$ cat config.mk
export PLATFORM = sky130hd
export DESIGN_NAME = robot_nav_ctrl
export DESIGN_NICKNAME = d
export VERILOG_FILES = /design/src/rtl/robot_pkg.sv /design/src/rtl/robot_pose.sv /design/src/rtl/robot_nav_ctrl.sv
export SDC_FILE = /design/constraint.sdc
export NUM_CORES = 1
export LEC_CHECK = 0
export ABC_CLOCK_PERIOD_IN_PS = 5730
export BUFFER_PORTS_ARGS = -buffer_cell sky130_fd_sc_hd__buf_4
export CORE_MARGIN = 8
export CORE_UTILIZATION = 40
export DETAILED_ROUTE_END_ITERATION = 10
export MAX_ROUTING_LAYER = met4
export PLACE_DENSITY_LB_ADDON = 0.15
export SYNTH_ARGS = -nofsm -noshare
export SYNTH_HDL_FRONTEND = slang
export SYNTH_SLANG_ARGS = --single-unit
$ cat constraint.sdc
create_clock -name clock_50 -period 5.73 [get_ports clock_50]
set_input_delay 1.146 -clock clock_50 [delete_from_list [all_inputs] [get_ports clock_50]]
set_output_delay 1.146 -clock clock_50 [all_outputs]
set_load 0.01 [all_outputs]
$ cat src/rtl/robot_pkg.sv
// Shared encodings for the pipe-cleaning robot navigator: FSM states,
// orientation codes, action selector and the right-turn helper.
package robot_pkg;

   typedef enum logic [2:0] {
      ST_SEARCH        = 3'b000,
      ST_ROTATE        = 3'b001,
      ST_REMOVE_FOLLOW = 3'b010,
      ST_STANDBY       = 3'b011,
      ST_FIRST_MOVE    = 3'b100,
      ST_RESETTING     = 3'b101
   } state_e;

   typedef enum logic [1:0] {
      ACT_NONE,
      ACT_FRONT,
      ACT_TURN,
      ACT_REMOVE
   } action_e;

   localparam logic [3:0] OR_NORTH = 4'b0000;
   localparam logic [3:0] OR_SOUTH = 4'b0001;
   localparam logic [3:0] OR_EAST  = 4'b0010;
   localparam logic [3:0] OR_WEST  = 4'b0011;

   // Clockwise 90 degrees: N -> E -> S -> W -> N.
   function automatic logic [3:0] turn_right(input logic [3:0] orient);
      case (orient)
         OR_NORTH: turn_right = OR_EAST;
         OR_EAST:  turn_right = OR_SOUTH;
         OR_SOUTH: turn_right = OR_WEST;
         default:  turn_right = OR_NORTH;
      endcase
   endfunction

endpackage

$ cat src/rtl/robot_pose.sv
// Robot pose (row/column/orientation) with move/turn application and a
// look-ahead bounds check for the cell directly in front of the robot.
module robot_pose
   import robot_pkg::*;
#(
   parameter int         ROWS         = 10,
   parameter int         COLS         = 20,
   parameter int         START_ROW    = 1,
   parameter int         START_COL    = 1,
   parameter logic [3:0] START_ORIENT = OR_EAST
) (
   input  logic       clk,
   input  logic       rst_n,
   input  logic       i_move,
   input  logic       i_turn,
   output logic [5:0] o_row,
   output logic [5:0] o_col,
   output logic [3:0] o_orient,
   output logic       o_out_of_map
);

   logic [5:0] r_row;
   logic [5:0] r_col;
   logic [3:0] r_orient;
   logic [6:0] w_tgt_row;
   logic [6:0] w_tgt_col;

   // Targets are one bit wider so row 63 + 1 cannot wrap back into the map.
   always_comb begin
      // NOTE: every always_comb output gets a default first so no path leaves it unassigned (no latch).
      w_tgt_row = {1'b0, r_row};
      w_tgt_col = {1'b0, r_col};
      case (r_orient)
         OR_NORTH: w_tgt_row = {1'b0, r_row} - 7'd1;
         OR_SOUTH: w_tgt_row = {1'b0, r_row} + 7'd1;
         OR_EAST:  w_tgt_col = {1'b0, r_col} + 7'd1;
         OR_WEST:  w_tgt_col = {1'b0, r_col} - 7'd1;
         default:  ;
      endcase
   end

   assign o_out_of_map = (w_tgt_row == 7'd0) || (w_tgt_row > 7'(ROWS)) ||
                         (w_tgt_col == 7'd0) || (w_tgt_col > 7'(COLS));

   always_ff @(posedge clk or negedge rst_n) begin
      if (!rst_n) begin
         r_row    <= 6'(START_ROW);
         r_col    <= 6'(START_COL);
         r_orient <= START_ORIENT;
      end else begin
         // NOTE: sequential state uses non-blocking assignments so all registers update together.
         if (i_move) begin
            r_row <= w_tgt_row[5:0];
            r_col <= w_tgt_col[5:0];
         end
         if (i_turn) r_orient <= turn_right(r_orient);
      end
   end

   assign o_row    = r_row;
   assign o_col    = r_col;
   assign o_orient = r_orient;

endmodule

$ cat src/rtl/robot_nav_ctrl.sv
// Left-wall-following navigator with trash removal, map guard and optional
// stuck detection (compiled in when ROBOT_NAV_STUCK_DET_EN is defined).
module robot_nav_ctrl
   import robot_pkg::*;
#(
   parameter int         ROWS         = 10,
   parameter int         COLS         = 20,
   parameter int         START_ROW    = 1,
   parameter int         START_COL    = 1,
   parameter logic [3:0] START_ORIENT = OR_EAST,
   parameter int         REMOVE_STEPS = 3,
   parameter int         STUCK_LIMIT  = 16
) (
   input  logic       clock_50,
   input  logic       reset_key,
   input  logic       step_en,
   input  logic       mode,
   input  logic       head,
   input  logic       left,
   input  logic       barrier,
   output logic       front,
   output logic       turn,
   output logic       remove,
   output logic [5:0] robot_row,
   output logic [5:0] robot_column,
   output logic [3:0] robot_orientation,
   output logic [2:0] act_state,
   output logic       anomaly,
   output logic       stuck
);

   state_e     r_state,    w_state_nxt;
   action_e    r_act,      w_act;
   logic [1:0] r_rot_cnt,  w_rot_nxt;
   logic [3:0] r_rem_cnt,  w_rem_nxt;
   logic       r_removing, w_removing_nxt;
   logic       r_anomaly,  w_anomaly_nxt;
   logic       w_stuck_flag;
   logic       w_out_of_map;

`ifdef ROBOT_NAV_STUCK_DET_EN
   logic [7:0] r_stuck_cnt, w_stuck_cnt_nxt;
   logic       r_stuck,     w_stuck_nxt;
   logic       w_counts;
   assign w_stuck_flag = r_stuck;
`else
   assign w_stuck_flag = 1'b0;
`endif

   robot_pose #(
      .ROWS(ROWS), .COLS(COLS), .START_ROW(START_ROW),
      .START_COL(START_COL), .START_ORIENT(START_ORIENT)
   ) u_pose (
      .clk          (clock_50),
      .rst_n        (reset_key),
      .i_move       (w_act == ACT_FRONT),
      .i_turn       (w_act == ACT_TURN),
      .o_row        (robot_row),
      .o_col        (robot_column),
      .o_orient     (robot_orientation),
      .o_out_of_map (w_out_of_map)
   );

   always_ff @(posedge clock_50 or negedge reset_key) begin
      if (!reset_key) begin
         r_state     <= ST_RESETTING;
         r_act       <= ACT_NONE;
         r_rot_cnt   <= '0;
         r_rem_cnt   <= '0;
         r_removing  <= 1'b0;
         r_anomaly   <= 1'b0;
`ifdef ROBOT_NAV_STUCK_DET_EN
         r_stuck_cnt <= '0;
         r_stuck     <= 1'b0;
`endif
      end else begin
         r_state     <= w_state_nxt;
         r_act       <= w_act;
         r_rot_cnt   <= w_rot_nxt;
         r_rem_cnt   <= w_rem_nxt;
         r_removing  <= w_removing_nxt;
         r_anomaly   <= w_anomaly_nxt;
`ifdef ROBOT_NAV_STUCK_DET_EN
         r_stuck_cnt <= w_stuck_cnt_nxt;
         r_stuck     <= w_stuck_nxt;
`endif
      end
   end

`ifdef ROBOT_NAV_STUCK_DET_EN
   // Removal steps and idle/standby steps do not age the stuck counter.
   assign w_counts = step_en && mode &&
                     ((r_state == ST_SEARCH && !barrier) || r_state == ST_ROTATE ||
                      r_state == ST_FIRST_MOVE || (r_state == ST_REMOVE_FOLLOW && !r_removing));
`endif

   always_comb begin
      w_state_nxt    = r_state;
      w_act          = ACT_NONE;
      w_rot_nxt      = r_rot_cnt;
      w_rem_nxt      = r_rem_cnt;
      w_removing_nxt = r_removing;
      w_anomaly_nxt  = r_anomaly;
`ifdef ROBOT_NAV_STUCK_DET_EN
      w_stuck_cnt_nxt = r_stuck_cnt;
      w_stuck_nxt     = r_stuck;
`endif
      if (step_en) begin
         if (!mode) begin
            w_state_nxt = ST_STANDBY;
         end else begin
            case (r_state)
               ST_RESETTING:  w_state_nxt = ST_FIRST_MOVE;
               ST_FIRST_MOVE: begin
                  w_act       = head ? ACT_TURN : ACT_FRONT;
                  w_state_nxt = ST_SEARCH;
               end
               ST_SEARCH: begin
                  if (barrier) begin
                     w_act          = ACT_REMOVE;
                     w_state_nxt    = ST_REMOVE_FOLLOW;
                     w_removing_nxt = 1'b1;
                     w_rem_nxt      = 4'(REMOVE_STEPS - 1);
                  end else if (!left) begin
                     w_act       = ACT_TURN;
                     w_state_nxt = ST_ROTATE;
                     w_rot_nxt   = 2'd2;
                  end else begin
                     w_act = head ? ACT_TURN : ACT_FRONT;
                  end
               end
               ST_ROTATE: begin
                  if (r_rot_cnt != 2'd0) begin
                     w_act     = ACT_TURN;
                     w_rot_nxt = r_rot_cnt - 2'd1;
                  end else begin
                     w_state_nxt    = ST_REMOVE_FOLLOW;
                     w_removing_nxt = 1'b0;
                  end
               end
               ST_REMOVE_FOLLOW: begin
                  if (r_removing) begin
                     if (r_rem_cnt != 4'd0) begin
                        w_act     = ACT_REMOVE;
                        w_rem_nxt = r_rem_cnt - 4'd1;
                     end else begin
                        w_state_nxt    = ST_SEARCH;
                        w_removing_nxt = 1'b0;
                     end
                  end else begin
                     w_act       = head ? ACT_TURN : ACT_FRONT;
                     w_state_nxt = ST_SEARCH;
                  end
               end
               ST_STANDBY: if (!r_anomaly && !w_stuck_flag) w_state_nxt = ST_SEARCH;
               default:    w_state_nxt = ST_RESETTING;
            endcase

            if (w_act == ACT_FRONT && w_out_of_map) begin
               w_act         = ACT_NONE;
               w_anomaly_nxt = 1'b1;
               w_state_nxt   = ST_STANDBY;
            end
         end
      end
`ifdef ROBOT_NAV_STUCK_DET_EN
      if (w_counts) begin
         if (w_act == ACT_FRONT)         w_stuck_cnt_nxt = 8'd0;
         else if (r_stuck_cnt != 8'hFF)  w_stuck_cnt_nxt = r_stuck_cnt + 8'd1;
         if (w_stuck_cnt_nxt >= 8'(STUCK_LIMIT)) begin
            w_stuck_nxt = 1'b1;
            w_state_nxt = ST_STANDBY;
         end
      end
`endif
   end

   always_comb begin
      front     = (r_act == ACT_FRONT);
      turn      = (r_act == ACT_TURN);
      remove    = (r_act == ACT_REMOVE);
      act_state = r_state;
      anomaly   = r_anomaly;
      stuck     = w_stuck_flag;
   end

endmodule
Word level (Yosys, flattened, before mapping). Index checks and enable logic that the tools add are counted.

Add/sub/neg operators: 6. Magnitude comparators: 2. Equal/unequal tests: 25. Mux-type cells: 37. Reductions and logical operators: 18.

Operators by type and width (number): 2-to-1 mux 2 bit (14); one-hot mux 7 bit (2 select lines) (2); 2-to-1 mux 3 bit (8); one-hot mux 3 bit (6 select lines) (1); adder 6 x 1 -> 7 bit, second input constant (2); logical NOT 7 bit (2); inequality test 2 bit, second input constant (7); subtractor 6 x 1 -> 7 bit, second input constant (2); 2-to-1 mux 4 bit (3); AND reduction 6 bit (2); inequality test 5 bit, second input constant (2); AND reduction 5 bit (2); == test 4 x 2 -> 1 bit, second input constant (2); inequality test 4 bit, second input constant (2); one-hot mux 2 bit (4 select lines) (1); one-hot mux 4 bit (2 select lines) (1); greater-than comparator 7 x 4 -> 1 bit, second input constant (1); greater-than comparator 7 x 5 -> 1 bit, second input constant (1); == test 2 x 1 -> 1 bit, second input constant (3); == test 2 bit, second input constant (3); == test 3 x 2 -> 1 bit, second input constant (2); == test 3 bit, second input constant (2); one-hot mux 2 bit (3 select lines) (1); nonzero test 2 bit (3); 14 further kinds (19).

Register bits: 29. Input port bits: 7. Output and inout port bits: 24. Word-level logic and storage cells: 97.

Depth between registers and ports, before layout.
Word-level depth: 12. Mapped depth: 11. Depth with buffers taken out: 11.

Modules after synthesis. From an unflattened synthesis, not the netlist that was laid out.

Cell total of the unflattened synthesis: 254. Area total of the unflattened synthesis: 2283.4 sq um.

By module, submodules not included: robot_pose (instances 1, cells an instance 146, area an instance 1338.8 sq um, sequential area each 354.1 sq um); robot_nav_ctrl (instances 1, cells an instance 108, area an instance 944.7 sq um, sequential area each 327.8 sq um).

Least setup slack after synthesis. Ideal clock, no wire load.

Path kind: register -> register. From: register u_pose.r_orient[1] (netlist: u_pose.o_orient[1]). To: register u_pose.r_col[2] (netlist: u_pose.o_col[2]). Setup time: 0.125 ns. Arrival time: 3.056 ns. Required time: 5.605 ns. Slack: 2.549 ns. Stages on the path, launching flop included: 12. Path buffers: 0. Clock period less this slack: 3.181 ns. Cell sequence: dfstp_2 > inv_1 > ha_1 > inv_1 > ha_1 > a211oi_1 > nor2_1 > xnor2_1 > mux2i_1 > a41oi_2 > nor4b_4 > mux2_2.

Cells in the longest elaborated chain, start to end: 11. Elaborated cells on any way between the ends: 18. Those cells by class: order compare: 2; eq/ne: 4; mux: 5; reduce/logical: 7.

RTL lines: start: declaration (RTL line robot_pose.sv:24) `logic [3:0] r_orient;`; start signal: assignment (RTL line robot_pose.sv:56) `if (i_turn) r_orient <= turn_right(r_orient);`; == test 4 x 1 -> 1 bit / logical NOT 4 bit (equally long branches) (RTL line robot_pose.sv:33) `case (r_orient)`; one-hot mux 7 bit (2 select lines) (RTL line robot_pose.sv:33); greater-than comparator 7 x 4 -> 1 bit / logical NOT 7 bit (equally long branches) (RTL line robot_pose.sv:42) `assign o_out_of_map = (w_tgt_row == 7'd0) || (w_tgt_row > 7'(ROWS)) ||`; logical OR 1 bit (2 in series) (RTL line robot_pose.sv:42); logical OR 1 bit (RTL line robot_pose.sv:43) `(w_tgt_col == 7'd0) || (w_tgt_col > 7'(COLS));`; logical AND 1 bit (RTL line robot_nav_ctrl.sv:159) `if (w_act == ACT_FRONT && w_out_of_map) begin`; 2-to-1 mux 2 bit (RTL line robot_nav_ctrl.sv:159); 2-to-1 mux 2 bit (RTL line robot_nav_ctrl.sv:109) `if (!mode) begin`; 2-to-1 mux 2 bit (RTL line robot_nav_ctrl.sv:108) `if (step_en) begin`; == test 2 x 1 -> 1 bit (RTL line robot_nav_ctrl.sv:56) `.i_move (w_act == ACT_FRONT),`; end signal: assignment (RTL line robot_pose.sv:48) `r_col <= 6'(START_COL);`; end signal: assignment (RTL line robot_pose.sv:54) `r_col <= w_tgt_col[5:0];`; end: declaration (RTL line robot_pose.sv:23) `logic [5:0] r_col;`.

Parallel ways exist; a longest one is shown, timed or not. A chain may end at the register's enable or synchronous reset.

Worst setup path in the final report.
From: register u_pose.r_orient[1] (netlist: u_pose.o_orient[1]). To: register u_pose.r_col[3] (netlist: u_pose.o_col[3]).

Same word-level chain as after synthesis.

==> run_results.csv <==
group,metric,value,unit
synthesis,synth_edf_count,0,
finish,finalNetCount,293,
flow_run,max-cap-violations,0,
critical_path,crit_path_end_kind,"register",
clocking,cts.htree.levels,1,
die,boundaryPins,31,
critical_path,cp_max_fo,6,
finish,final_area,2487,µm²
synthesis,yosysSeqAreaShare,31.16,%
sta,clock.fmax,287.9,MHz
synthesis,synth_top_area_share,25.16,%
sta,worstMarginPinSlew,700.1,ps
die,die_h,89.97,µm
synthesis,ys.flop_type,"dfrtp_1",
critical_path,worst-r2r-setup-slack,2260,ps
drt,drt_wl_total,4775,µm
placement,hpwl,3649,µm
placement,gp_congestion,0.7744,
synthesis,ys_top_cells_by_count,"nor2_1 (24), dfrtp_1 (22), ha_1 (17), nand2_1 (16), o21ai_0 (15)",
global_route,antenna_found_initial,0,
global_route,grt_pass1_wl,8673,µm
finish,diodes,0,
finish,layout.area.seq,681.9,µm²
global_route,grt.overflow.total,0,
clocking,cts_tree,"done",
sta,clock_skew,7.986,ps
clocking,cts-resized-gates,0,
critical_path,reg2reg_to,"u_pose.o_col[3]$_DFFE_PN0N_",
synthesis,synthArstFlopShare,100.0,%
sta,min_period,3473,ps
global_route,grt_pass1_vias,1794,
synthesis,synth_area_leaders,"dfrtp_1 (25%), ha_1 (9.7%), dfstp_2 (6.0%)",
power_and_ir_drop,leakagePower,0.001112,µW
placement,io_buffers,27,
placement,pre_cts_ws,2309,ps
clocking,cts_buffer_depth,2,
sta,maxSlewViolCount,0,
critical_path,critPathRequiredTime,5900,ps
finish,stdcell_count,338,
finish,n_fill_cell,573,
sta,setup_slack,2257,ps
die,num_rows,27,
critical_path,crit_start,"u_pose.o_orient[1]$_DFFE_PN1N_",
drt,first_pass_iters,4,
sta,hold_violations,0,
sta,slew_headroom,53.33,%
clocking,clk_latency,280,ps
critical_path,worst_r2r_path_depth,11,
clocking,root_buffer,"clkbuf_8",
synthesis,synth-seq-cells,27,
drt,via_per_inst,5.444,
clocking,clk_pin_slew,100,ps
synthesis,synth_largest_area_cell,"dfrtp_1",
outcome,outcome,"completed",
sta,rsz0062_at_grt,"no",
placement,dpl_cell_area,2441,µm²
sta,finalCritPeriodShare,60.61,%
die,fp.coreArea,5405,µm²
synthesis,synth_cells,242,
drt,drcViolationCount,0,
clocking,cts_made_buffers,3,
drt,route.vias.total,1840,
global_route,grt_max_degree,28,
die,die_area,8094,µm²
synthesis,synth_warnings,0,
drt,ant_nets,0,
drt,drt-initial-drc-count,43,
drt,wire_per_inst,14.13,µm
die,start_util,40.49,%
critical_path,reg2reg_from,"u_pose.o_orient[1]$_DFFE_PN1N_",
synthesis,syn_area,2188,µm²
critical_path,crit_end,"u_pose.o_col[3]$_DFFE_PN0N_",
synthesis,synth_most_common_cell,"nor2_1",
finish,area_growth,13.67,%
sta,finalSetupViolCount,0,
power_and_ir_drop,vdd_drop_max,0.0002812,V
clocking,postCtsSetupBuffers,0,
clocking,cts_hold_buffers,0,
finish,multi_input_area,1414,µm²
global_route,grt_usage,12.63,%
critical_path,cp.arrival,3640,ps
critical_path,start_kind,"register",
placement,dpl.cell_count,334,
synthesis,synthDistinctLibCells,61,
min_path,hold_path.class,"register to register",
synthesis,syn_avg_cell_area,9.043,µm²
die,dieWidth,89.97,µm
finish,fin_util,46.02,%
power_and_ir_drop,p_per_area,560.9,nW/µm²
sta,tns,0,ps
finish,final_layout_size_suffix_gt1_share,21.05,%
clocking,cts_num_sinks,27,
critical_path,worst-setup-path-type,"register to register",
-- critical path: stages (launching register included) --
cell and delay, ps:
dfstp_2 580, inv_1 70, ha_1 240, inv_1 190, ha_1 260, a211oi_1 230, nor2_1 100, xnor2_1 240
mux2i_1 270, a41oi_2 290, nor4b_4 500, mux2_2 390
-- cells in the final DEF (no fill, tap or decap), types with 4 or more instances in the layout --
cell type	instances
ha_1	17
dfstp_2	5
buf_4	27
a211oi_1	6
a21oi_1	13
nor2_1	24
mux2i_1	5
o22ai_1	4
nor3_1	5
nor2b_1	8
a31oi_1	5
mux2_2	5
o21ai_0	15
dfrtp_1	22
inv_1	14
a21o_1	4
nand2_1	16
nand3_1	4
nor3b_1	5
-- where the power goes --
| group | switching (µW) | leakage, µW | internal [µW] |
|---|---|---|---|
| registers | 95.0 | 0.000329 | 257 |
| clock network | 63.5 | 0.0000255 | 48.8 |
| logic | 524 | 0.000757 | 407 |
| total | 683 | 0.00111 | 712 |
-- layer usage --
layer  share of wire, %  track usage (%)  up-vias
li1                   -                -      939
met1                 53            17.01      873
met2                 44            19.39       26
met3                2.6            1.995        2
met4               0.61            2.913        0
met5                  0                -        -
-- cell families after synthesis --
family                   share of synthesized area, %
adder cells (fa/ha/maj)                         11.55
other                                          0.1714
AO/OA/AOI/OAI                                   22.70
XOR/XNOR                                        2.002
buffers and inverters                           4.574
AND/OR/NAND/NOR                                 22.36
multiplexers                                    5.489
flip-flops                                      31.16
-- how the worst min path moves through the flow --
stage,from,end,depth (start not counted),slack (ps)
floorplan,r_rot_cnt[0]$_DFFE_PN0P_,r_rot_cnt[0]$_DFFE_PN0P_,1,450
global placement,r_rot_cnt[0]$_DFFE_PN0P_,r_rot_cnt[0]$_DFFE_PN0P_,1,460
detailed placement,r_rot_cnt[0]$_DFFE_PN0P_,r_rot_cnt[0]$_DFFE_PN0P_,1,470
CTS,r_rot_cnt[0]$_DFFE_PN0P_,r_rot_cnt[0]$_DFFE_PN0P_,1,480
global route,r_rot_cnt[0]$_DFFE_PN0P_,r_rot_cnt[0]$_DFFE_PN0P_,1,500
finish,r_rot_cnt[0]$_DFFE_PN0P_,r_rot_cnt[0]$_DFFE_PN0P_,1,480
-- layout make-up --
type	count	area share, %
Inverter	14	2.113
Clock buffer	3	1.660
Tap cell	72	3.622
Timing Repair Buffer	27	8.149
Sequential cell	27	27.41
Clock inverter	1	0.2012
Multi-Input combinational cell	194	56.84
-- per-stage QoR --
step | power (µW) | hold slack (ps)
after global routing | 1551 | 502.5
after floorplan | 1072 | 451.0
final | 1395 | 480.5
after detailed placement | 1283 | 468.8
after CTS | 1405 | 483.9
after global placement | 1278 | 464.0
-- flip-flops by register name, indices dropped and copies added (netlist names) --
register and flops:
act_state 3, anomaly 1, r_act 2, r_rem_cnt 4
r_removing 1, r_rot_cnt 2, u_pose.o_col 6, u_pose.o_orient 2
u_pose.o_row 6
No activity file was read; power rests on OpenSTA's default activity.
